===== src/rtl/rob.sv =====
// Reorder buffer: circular queue of in-flight instructions that retires
// results in program order, one per cycle, and flushes on a mispredicted
// branch reaching the head.
// Optional feature: define ROB_COMMIT_BYPASS_EN to let a CDB result aimed at
// the head entry commit on the same edge it arrives (one-edge latency).
module rob #(
    parameter int DEPTH = 16,
    parameter int TAG_W = 4
) (
    input  logic             clk,
    input  logic             rst,
    input  logic             rdy,
    input  logic             alloc_valid,
    input  logic [4:0]       alloc_reg_dest,
    output logic [TAG_W-1:0] alloc_tag,
    output logic             full,
    input  logic             cdb_valid,
    input  logic [TAG_W-1:0] cdb_tag,
    input  logic [31:0]      cdb_data,
    input  logic             cdb_mispredict,
    input  logic [31:0]      cdb_target,
    output logic             ROB_data_valid,
    output logic [4:0]       ROB_reg_dest,
    output logic [TAG_W-1:0] ROB_tag,
    output logic [31:0]      ROB_data,
    output logic             clear,
    output logic [31:0]      clear_pc
);

    logic             busy_q   [DEPTH];
    logic             ready_q  [DEPTH];
    logic             misp_q   [DEPTH];
    logic [4:0]       dest_q   [DEPTH];
    logic [31:0]      data_q   [DEPTH];
    logic [31:0]      target_q [DEPTH];

    logic [TAG_W-1:0] head_q, head_d;
    logic [TAG_W-1:0] tail_q, tail_d;
    logic [TAG_W:0]   count_q, count_d;

    logic             do_alloc;
    logic             do_cdb;
    logic             bypass_hit;
    logic             commit_normal;
    logic             do_commit;
    logic             do_flush;
    logic [31:0]      commit_data;
    logic             commit_misp;
    logic [31:0]      commit_target;

    assign full      = (count_q == (TAG_W+1)'(DEPTH));
    assign alloc_tag = tail_q;

    // Full is judged on the pre-edge count, so a full ROB refuses allocation
    // even in a cycle where it also retires an entry.
    assign do_alloc      = rdy && alloc_valid && !full;
    assign do_cdb        = rdy && cdb_valid && busy_q[cdb_tag];
    assign commit_normal = rdy && busy_q[head_q] && ready_q[head_q];

`ifdef ROB_COMMIT_BYPASS_EN
    assign bypass_hit = rdy && busy_q[head_q] && !ready_q[head_q]
                        && cdb_valid && (cdb_tag == head_q);
`else
    assign bypass_hit = 1'b0;
`endif

    assign do_commit     = commit_normal || bypass_hit;
    assign commit_data   = bypass_hit ? cdb_data       : data_q[head_q];
    assign commit_misp   = bypass_hit ? cdb_mispredict : misp_q[head_q];
    assign commit_target = bypass_hit ? cdb_target     : target_q[head_q];
    assign do_flush      = do_commit && commit_misp;

    // Next pointer and occupancy; a flush empties the buffer and rewinds to 0.
    always_comb begin
        head_d  = head_q;
        tail_d  = tail_q;
        count_d = count_q;
        if (do_flush) begin
            head_d  = '0;
            tail_d  = '0;
            count_d = '0;
        end else begin
            if (do_alloc)
                tail_d = tail_q + TAG_W'(1);
            if (do_commit)
                head_d = head_q + TAG_W'(1);
            case ({do_alloc, do_commit})
                2'b10:   count_d = count_q + (TAG_W+1)'(1);
                2'b01:   count_d = count_q - (TAG_W+1)'(1);
                default: count_d = count_q;
            endcase
        end
    end

    // Pointer registers.
    always_ff @(posedge clk or posedge rst) begin
        if (rst) begin
            head_q  <= '0;
            tail_q  <= '0;
            count_q <= '0;
        end else begin
            head_q  <= head_d;
            tail_q  <= tail_d;
            count_q <= count_d;
        end
    end

    // Entry storage: allocate at tail, fill from CDB, release at head.
    always_ff @(posedge clk or posedge rst) begin
        if (rst) begin
            for (int i = 0; i < DEPTH; i++) begin
                busy_q[i]   <= 1'b0;
                ready_q[i]  <= 1'b0;
                misp_q[i]   <= 1'b0;
                dest_q[i]   <= '0;
                data_q[i]   <= '0;
                target_q[i] <= '0;
            end
        end else if (do_flush) begin
            for (int i = 0; i < DEPTH; i++)
                busy_q[i] <= 1'b0;
        end else begin
            if (do_alloc) begin
                busy_q[tail_q]  <= 1'b1;
                ready_q[tail_q] <= 1'b0;
                misp_q[tail_q]  <= 1'b0;
                dest_q[tail_q]  <= alloc_reg_dest;
            end
            if (do_cdb) begin
                ready_q[cdb_tag]  <= 1'b1;
                data_q[cdb_tag]   <= cdb_data;
                misp_q[cdb_tag]   <= cdb_mispredict;
                target_q[cdb_tag] <= cdb_target;
            end
            if (do_commit)
                busy_q[head_q] <= 1'b0;
        end
    end

    // Registered commit and flush pulses; payload fields hold between commits.
    always_ff @(posedge clk or posedge rst) begin
        if (rst) begin
            ROB_data_valid <= 1'b0;
            ROB_reg_dest   <= '0;
            ROB_tag        <= '0;
            ROB_data       <= '0;
            clear          <= 1'b0;
            clear_pc       <= '0;
        end else begin
            ROB_data_valid <= do_commit;
            clear          <= do_flush;
            if (do_commit) begin
                ROB_reg_dest <= dest_q[head_q];
                ROB_tag      <= head_q;
                ROB_data     <= commit_data;
            end
            if (do_flush)
                clear_pc <= commit_target;
        end
    end

endmodule


===== config.mk =====
export PLATFORM = sky130hd
export DESIGN_NAME = rob
export DESIGN_NICKNAME = d
export VERILOG_FILES = /design/src/rtl/rob.sv
export SDC_FILE = /design/constraint.sdc
export NUM_CORES = 2
export LEC_CHECK = 0
export BUFFER_PORTS_ARGS = -buffer_cell sky130_fd_sc_hd__buf_4
export CAP_MARGIN = 5
export CORE_AREA = 4 4 313 315
export DETAILED_ROUTE_END_ITERATION = 10
export DIE_AREA = 0 0 317 319
export PLACE_DENSITY = 0.8
export SLEW_MARGIN = 20
export SYNTH_ARGS = -nofsm -noshare
export SYNTH_HDL_FRONTEND = slang
export SYNTH_SLANG_ARGS = --single-unit

===== constraint.sdc =====
create_clock -name clk -period 51.3 [get_ports clk]
set_input_delay 5.13 -clock clk [delete_from_list [all_inputs] [get_ports clk]]
set_output_delay 5.13 -clock clk [all_outputs]
set_load 0.1 [all_outputs]

**Yosys cells after proc, flatten, opt, wreduce, memory -nomap -nowiden**

Cells that the tools add are included.

- Bits in registers: 1240
- Word-level logic and storage cells: 196

- Add/sub/neg operators: 4
- Magnitude comparators: 6
- Equality and inequality tests: 3
- Multiplexer cells: 51
- Bitwise gates (word level): 11
- Reduce and logical (&&, ||, !) cells: 16

Operators by type and width:

| operator | count |
|---|---|
| $bwmux 512 | 2 |
| $bmux 32 s4 | 2 |
| $mux 16 | 10 |
| $mux 32 | 5 |
| $demux 32 s4 | 1 |
| $bwmux 80 | 1 |
| $and 16x16->16 | 3 |
| $not 16->16 | 2 |
| $or 16x16->16 | 2 |
| $bmux 5 s4 | 1 |
| $demux 5 s4 | 1 |
| $mux 5 | 4 |
| $bmux 1 s4 | 4 |
| $bwmux 16 | 1 |
| $mux 4 | 4 |
| $ge 5x5->1 const B | 3 |
| $lt 5x1->1 const B | 3 |
| $not 4->5 | 3 |
| $demux 1 s4 | 3 |
| $mux 1 | 11 |
| $logic_and 1x1->1 | 10 |
| $pmux 5 s2 | 1 |
| $add 4x1->4 const B | 2 |
| $add 5x1->5 const B | 1 |
| other kinds (9) | 11 |

**Depth between registers and ports, before layout**

- Depth in word-level cells: 11
- Mapped depth: 18
- Depth with buffers taken out: 14

**Worst setup path before layout**

No wires, ideal clock.

- Path kind: in2reg
- Start point: input port rdy
- End point: register count_q[4]
- Setup time: 86 ps
- Data arrival time: 7746 ps
- Required time: 51214 ps
- Setup slack: 43468 ps
- Cell stages on the path: 13
- Buffers on the path: 1
- Cells stage by stage: o31ai_1 > a2111oi_4 > nand2_1 > inv_2 > buf_1 > o21ai_0 > inv_1 > ha_1 > nor2b_1 > o21ai_0 > nand2b_1 > or4_1 > a32oi_1

- Cells in the longest elaborated chain, start to end: 5
- Elaborated cells between the ends (all ways): 10
- Those cells by class: 2 x eq/ne; 2 x mux; 6 x reduce/logical

Ends and longest elaborated chain:

| what | RTL line | RTL |
|---|---|---|
| from (decl) | 12 | `input logic rdy,` |
| $logic_and 1x1->1 (on tied branches) (2 in a row) | 58, 56 |  |
| $eq 2x1->1 / $eq 2x2->1 (equally long branches) | 87 | `case ({do_alloc, do_commit})` |
| $pmux 5 s2 | 87 |  |
| $mux 5 | 78 | `if (do_flush) begin` |
| to (signal assigned) | 104 | `count_q <= count_d;` |
| to (decl) | 39 | `logic [TAG_W:0] count_q, count_d;` |

Parallel ways exist; a longest one is shown, timed or not.
A chain may end at the register's enable or synchronous reset.

**Worst setup path in the final report**

- Start point: input port cdb_tag[3]
- End point: register data_q[258] in the netlist's numbering

- Cells in the longest elaborated chain, start to end: 6
- Elaborated cells between the ends (all ways): 12
- Those cells by class: 2 x order compare; 6 x mux; 1 x bitwise; 3 x reduce/logical

Ends and longest elaborated chain:

| what | RTL line | RTL |
|---|---|---|
| from (decl) | 18 | `input logic [TAG_W-1:0] cdb_tag,` |
| $not 4->5 (not written as such) (*) | 57, 131 |  |
| $ge 5x5->1 (not written as such), or another cell as far along | 131 | `data_q[cdb_tag] <= cdb_data;` |
| $logic_and 1x1->1 (not written as such) / $mux 1 (equally long branches) | 131, 57 |  |
| $mux 32 (not written as such) / $mux 1 (equally long branches) | 131, 57 |  |
| $demux 32 s4 / $logic_and 1x1->1 (equally long branches) | 131, 57 |  |
| $bwmux 512 / $reduce_and 2->1 (equally long branches) | -- |  |
| to (signal, indexed assignment) | 131 |  |
| to (decl) | 34 | `logic [31:0] data_q [DEPTH];` |

Every way passes the cells marked *; elsewhere a longest branch is shown, timed or not. The select of a mux whose other input is x is not followed.

==> flow_summary.json <==
{
  "hold_violations": 0,
  "area_delta_synth_final_pct": 10.6,
  "place_ws_ns": 42.35,
  "synth_edf_count": 0,
  "synth_top_area_share_pct": 54.8,
  "cts_setup_buffers": 0,
  "skew_ns": 0.0332,
  "syn_area_sq_um": 56600,
  "final_core_util_pct": 66.0,
  "layout_commonest_cell": "dfrtp_1",
  "cp-end-kind": "flip-flop",
  "viasPerCell": 6.29,
  "crit_path_max_fanout": 34,
  "holdCritPathClass": "reg2reg",
  "cts_buffers": 121,
  "worstPathRequired_ns": 51.86,
  "path_class": "in2reg",
  "cts_max_path_buffers": 3,
  "ys.flop_type": "dfrtp_1",
  "synth.area.top_cells": "dfrtp_1, mux2_2, mux4_2, mux2_4, nand2_1",
  "synthArstFlopShare_pct": 100,
  "antenna_found_initial": 5,
  "yosysUniqueCellTypes": 50,
  "start_util_pct": 59.7,
  "dp_cells": 4695,
  "layout_common_cells": "dfrtp_1, mux2_2, mux4_2, nand2_1, mux2_4",
  "drv_slew": 0,
  "drt-wirelength-per-cell_microns": 26.4,
  "grt_overflow": 0,
  "syn_inst": 3514,
  "placed_area_sq_um": 58400,
  "finalSetupTns_ns": 0,
  "cp-start-kind": "input port",
  "layout_setup_ws_ns": 43.01,
  "rows": 113,
  "cp_data_arrival_time_ns": 8.85,
  "portBuffers": 158,
  "clock.fmax_mhz": 121,
  "die_x_microns": 317,
  "post-route-min-period_ns": 8.29,
  "final_layout_size_suffix_gt1_share_pct": 51.1,
  "via_count": 31000,
  "yosys.area.top_type": "dfrtp_1",
  "die_y_microns": 319,
  "rsz0062_at_grt": "false",
  "clkTransAtPathRegs_ns": 0.06,
  "grt_pass1_wl_mm": 205,
  "period_share_pct": 16.2,
  "hpwl_mm": 73.6,
  "postCtsHoldBufs": 0,
  "synthesis.nets": 3605,
  "avgSynthCellArea_sq_um": 16.1,
  "ys_seq_elements": 1240,
  "stdcell_count": 4923,
  "cts_max_level": 3,
  "power.density_nw_per_um2": 49.4,
  "dr.first_iter.drc_count": 2483,
  "outcome": "finished clean",
  "ioPinCount": 159,
  "totalWireLength_mm": 130,
  "grt_util_all_layers_pct": 26.3,
  "ctsResizeCount": 0,
  "max_slew.worst_pin.slew_ns": 1.13,
  "clock_sinks": 1240,
  "vdd_drop_max_uv": 33.8,
  "fin_area_sq_um": 62600,
  "core_sq_um": 94900,
  "power_leakage_nw": 29.7,
  "clkLatencyLatePin_ns": 0.70,
  "die_area_sq_um": 101000,
  "setup_violations": 0,
  "place.gp.congestion": 0.842,
  "grt_pass1_vias": 33500,
  "cts-root-buf": "clkbuf_16",
  "grt_max_degree": 184,
  "drc": 0,
  "cts_tree": "built",
  "drtPass1Iterations": 5,
  "fin_nets": 3645,
  "ys_warn_count": 0,
  "ant_nets": 0,
  "drv_cap": 0,
  "maxSlewHeadroom_pct": 25.0,
  "seq_area_frac_synth_pct": 54.8
}
## power breakdown
part | switching, W | total [W] | leakage (nW) | internal [W]
Sequential | 0.000135 | 0.00133 | 16.8 | 0.00119
Clock | 0.000380 | 0.000921 | 2.02 | 0.000541
Combinational | 0.000421 | 0.000842 | 10.9 | 0.000421
## layout make-up
type	count	area, sq um
multi-input cells	1953	24000
clock inverters	49	659
inverters	18	76.3
repair buffers	220	1730
clock buffers	175	3480
fillers	6417	32300
well taps	1265	1580
diodes	3	7.51
flip-flops and latches	1240	31000
## registers in the layout (all words and copies together) (netlist names)
| name | count |
|---|---|
| ROB_tag | 4 |
| ready_q | 16 |
| dest_q | 80 |
| target_q | 512 |
| ROB_reg_dest | 5 |
| data_q | 512 |
| misp_q | 16 |
| alloc_tag | 4 |
| clear_pc | 32 |
| clear | 1 |
| head_q | 4 |
| count_q | 5 |
| ROB_data_valid | 1 |
| busy_q | 16 |
| ROB_data | 32 |
## critical path: stages
cell	delay, ns
buf_4	0.17
mux4_2	0.33
nand3_1	0.42
nor3_4	0.94
buf_4	0.62
buf_4	0.75
mux2_2	0.42
## cell usage after synthesis, types with 3 or more instances
library cell	instances
nor2_1	27
nand2_1	249
a31oi_1	11
nor2b_1	7
a22o_1	17
nand3_1	12
dfrtp_1	1240
mux2_2	849
buf_6	44
and3_1	16
o21ai_0	42
mux4_2	359
buf_1	70
inv_1	16
mux2_4	218
nor3_2	6
and2_1	16
clkbuf_1	114
nor3_1	7
nand2b_1	4
ha_1	11
o22ai_1	3
mux2i_1	5
buf_4	24
xnor2_1	4
a21oi_1	13
a21o_1	11
buf_2	51
mux2_1	39
## cells by family (layout without fill, tap and decap cells)
family,Yosys count,after routing,share of synthesized area (%)
AO/OA/AOI/OAI,106,106,1.22
XOR/XNOR,6,6,0.0928
adder cells (fa/ha/maj),12,12,0.279
buffers and inverters,321,462,2.98
flip-flops,1240,1240,54.8
multiplexers,1470,1470,37.8
other,0,3,0
AND/OR/NAND/NOR,359,359,2.79
## path summary, 6_finish.rpt
| path | startpoint | end | cells past startpoint | slack, ns |
|---|---|---|---|---|
| worst max-delay path | cdb_tag[3] | data_q[258]$_DFFE_PP0P_ | 7 | 43.01 |
| max in group asynchronous | rst | data_q[131]$_DFFE_PP0P_ | 5 | 43.52 |
| worst min-delay path | ROB_data[26]$_DFFE_PP0N_ | ROB_data[26]$_DFFE_PP0N_ | 2 | 0.47 |
| min in group asynchronous | rst | ROB_reg_dest[0]$_DFFE_PP0N_ | 2 | 4.58 |
| worst min register to register | ROB_data[26]$_DFFE_PP0N_ | ROB_data[26]$_DFFE_PP0N_ | 2 | 0.47 |
| worst max register to register | head_q[0]$_DFFE_PP0P_ | data_q[3]$_DFFE_PP0P_ | 11 | 44.33 |
## per-layer routing
layer  vias up  wire length [microns]  track usage, %  part of all wire (%)
li1      13000                      -               -                     -
met1     16900                  56200            38.1                    43
met2       837                  63800            42.3                    49
met3       211                   7070            4.19                   5.4
met4         4                   2940            7.07                   2.3
met5         -                     31               0                 0.024
## per-stage QoR
stage	total power, W	hold WS, ns
5_1_grt	0.00323	0.491
3_5_place_dp	0.00219	0.460
2_1_floorplan	0.00199	0.444
3_3_place_gp	0.00216	0.456
4_1_cts	0.00311	0.478
6_report	0.00309	0.472
No activity file was read; power rests on OpenSTA's default activity.
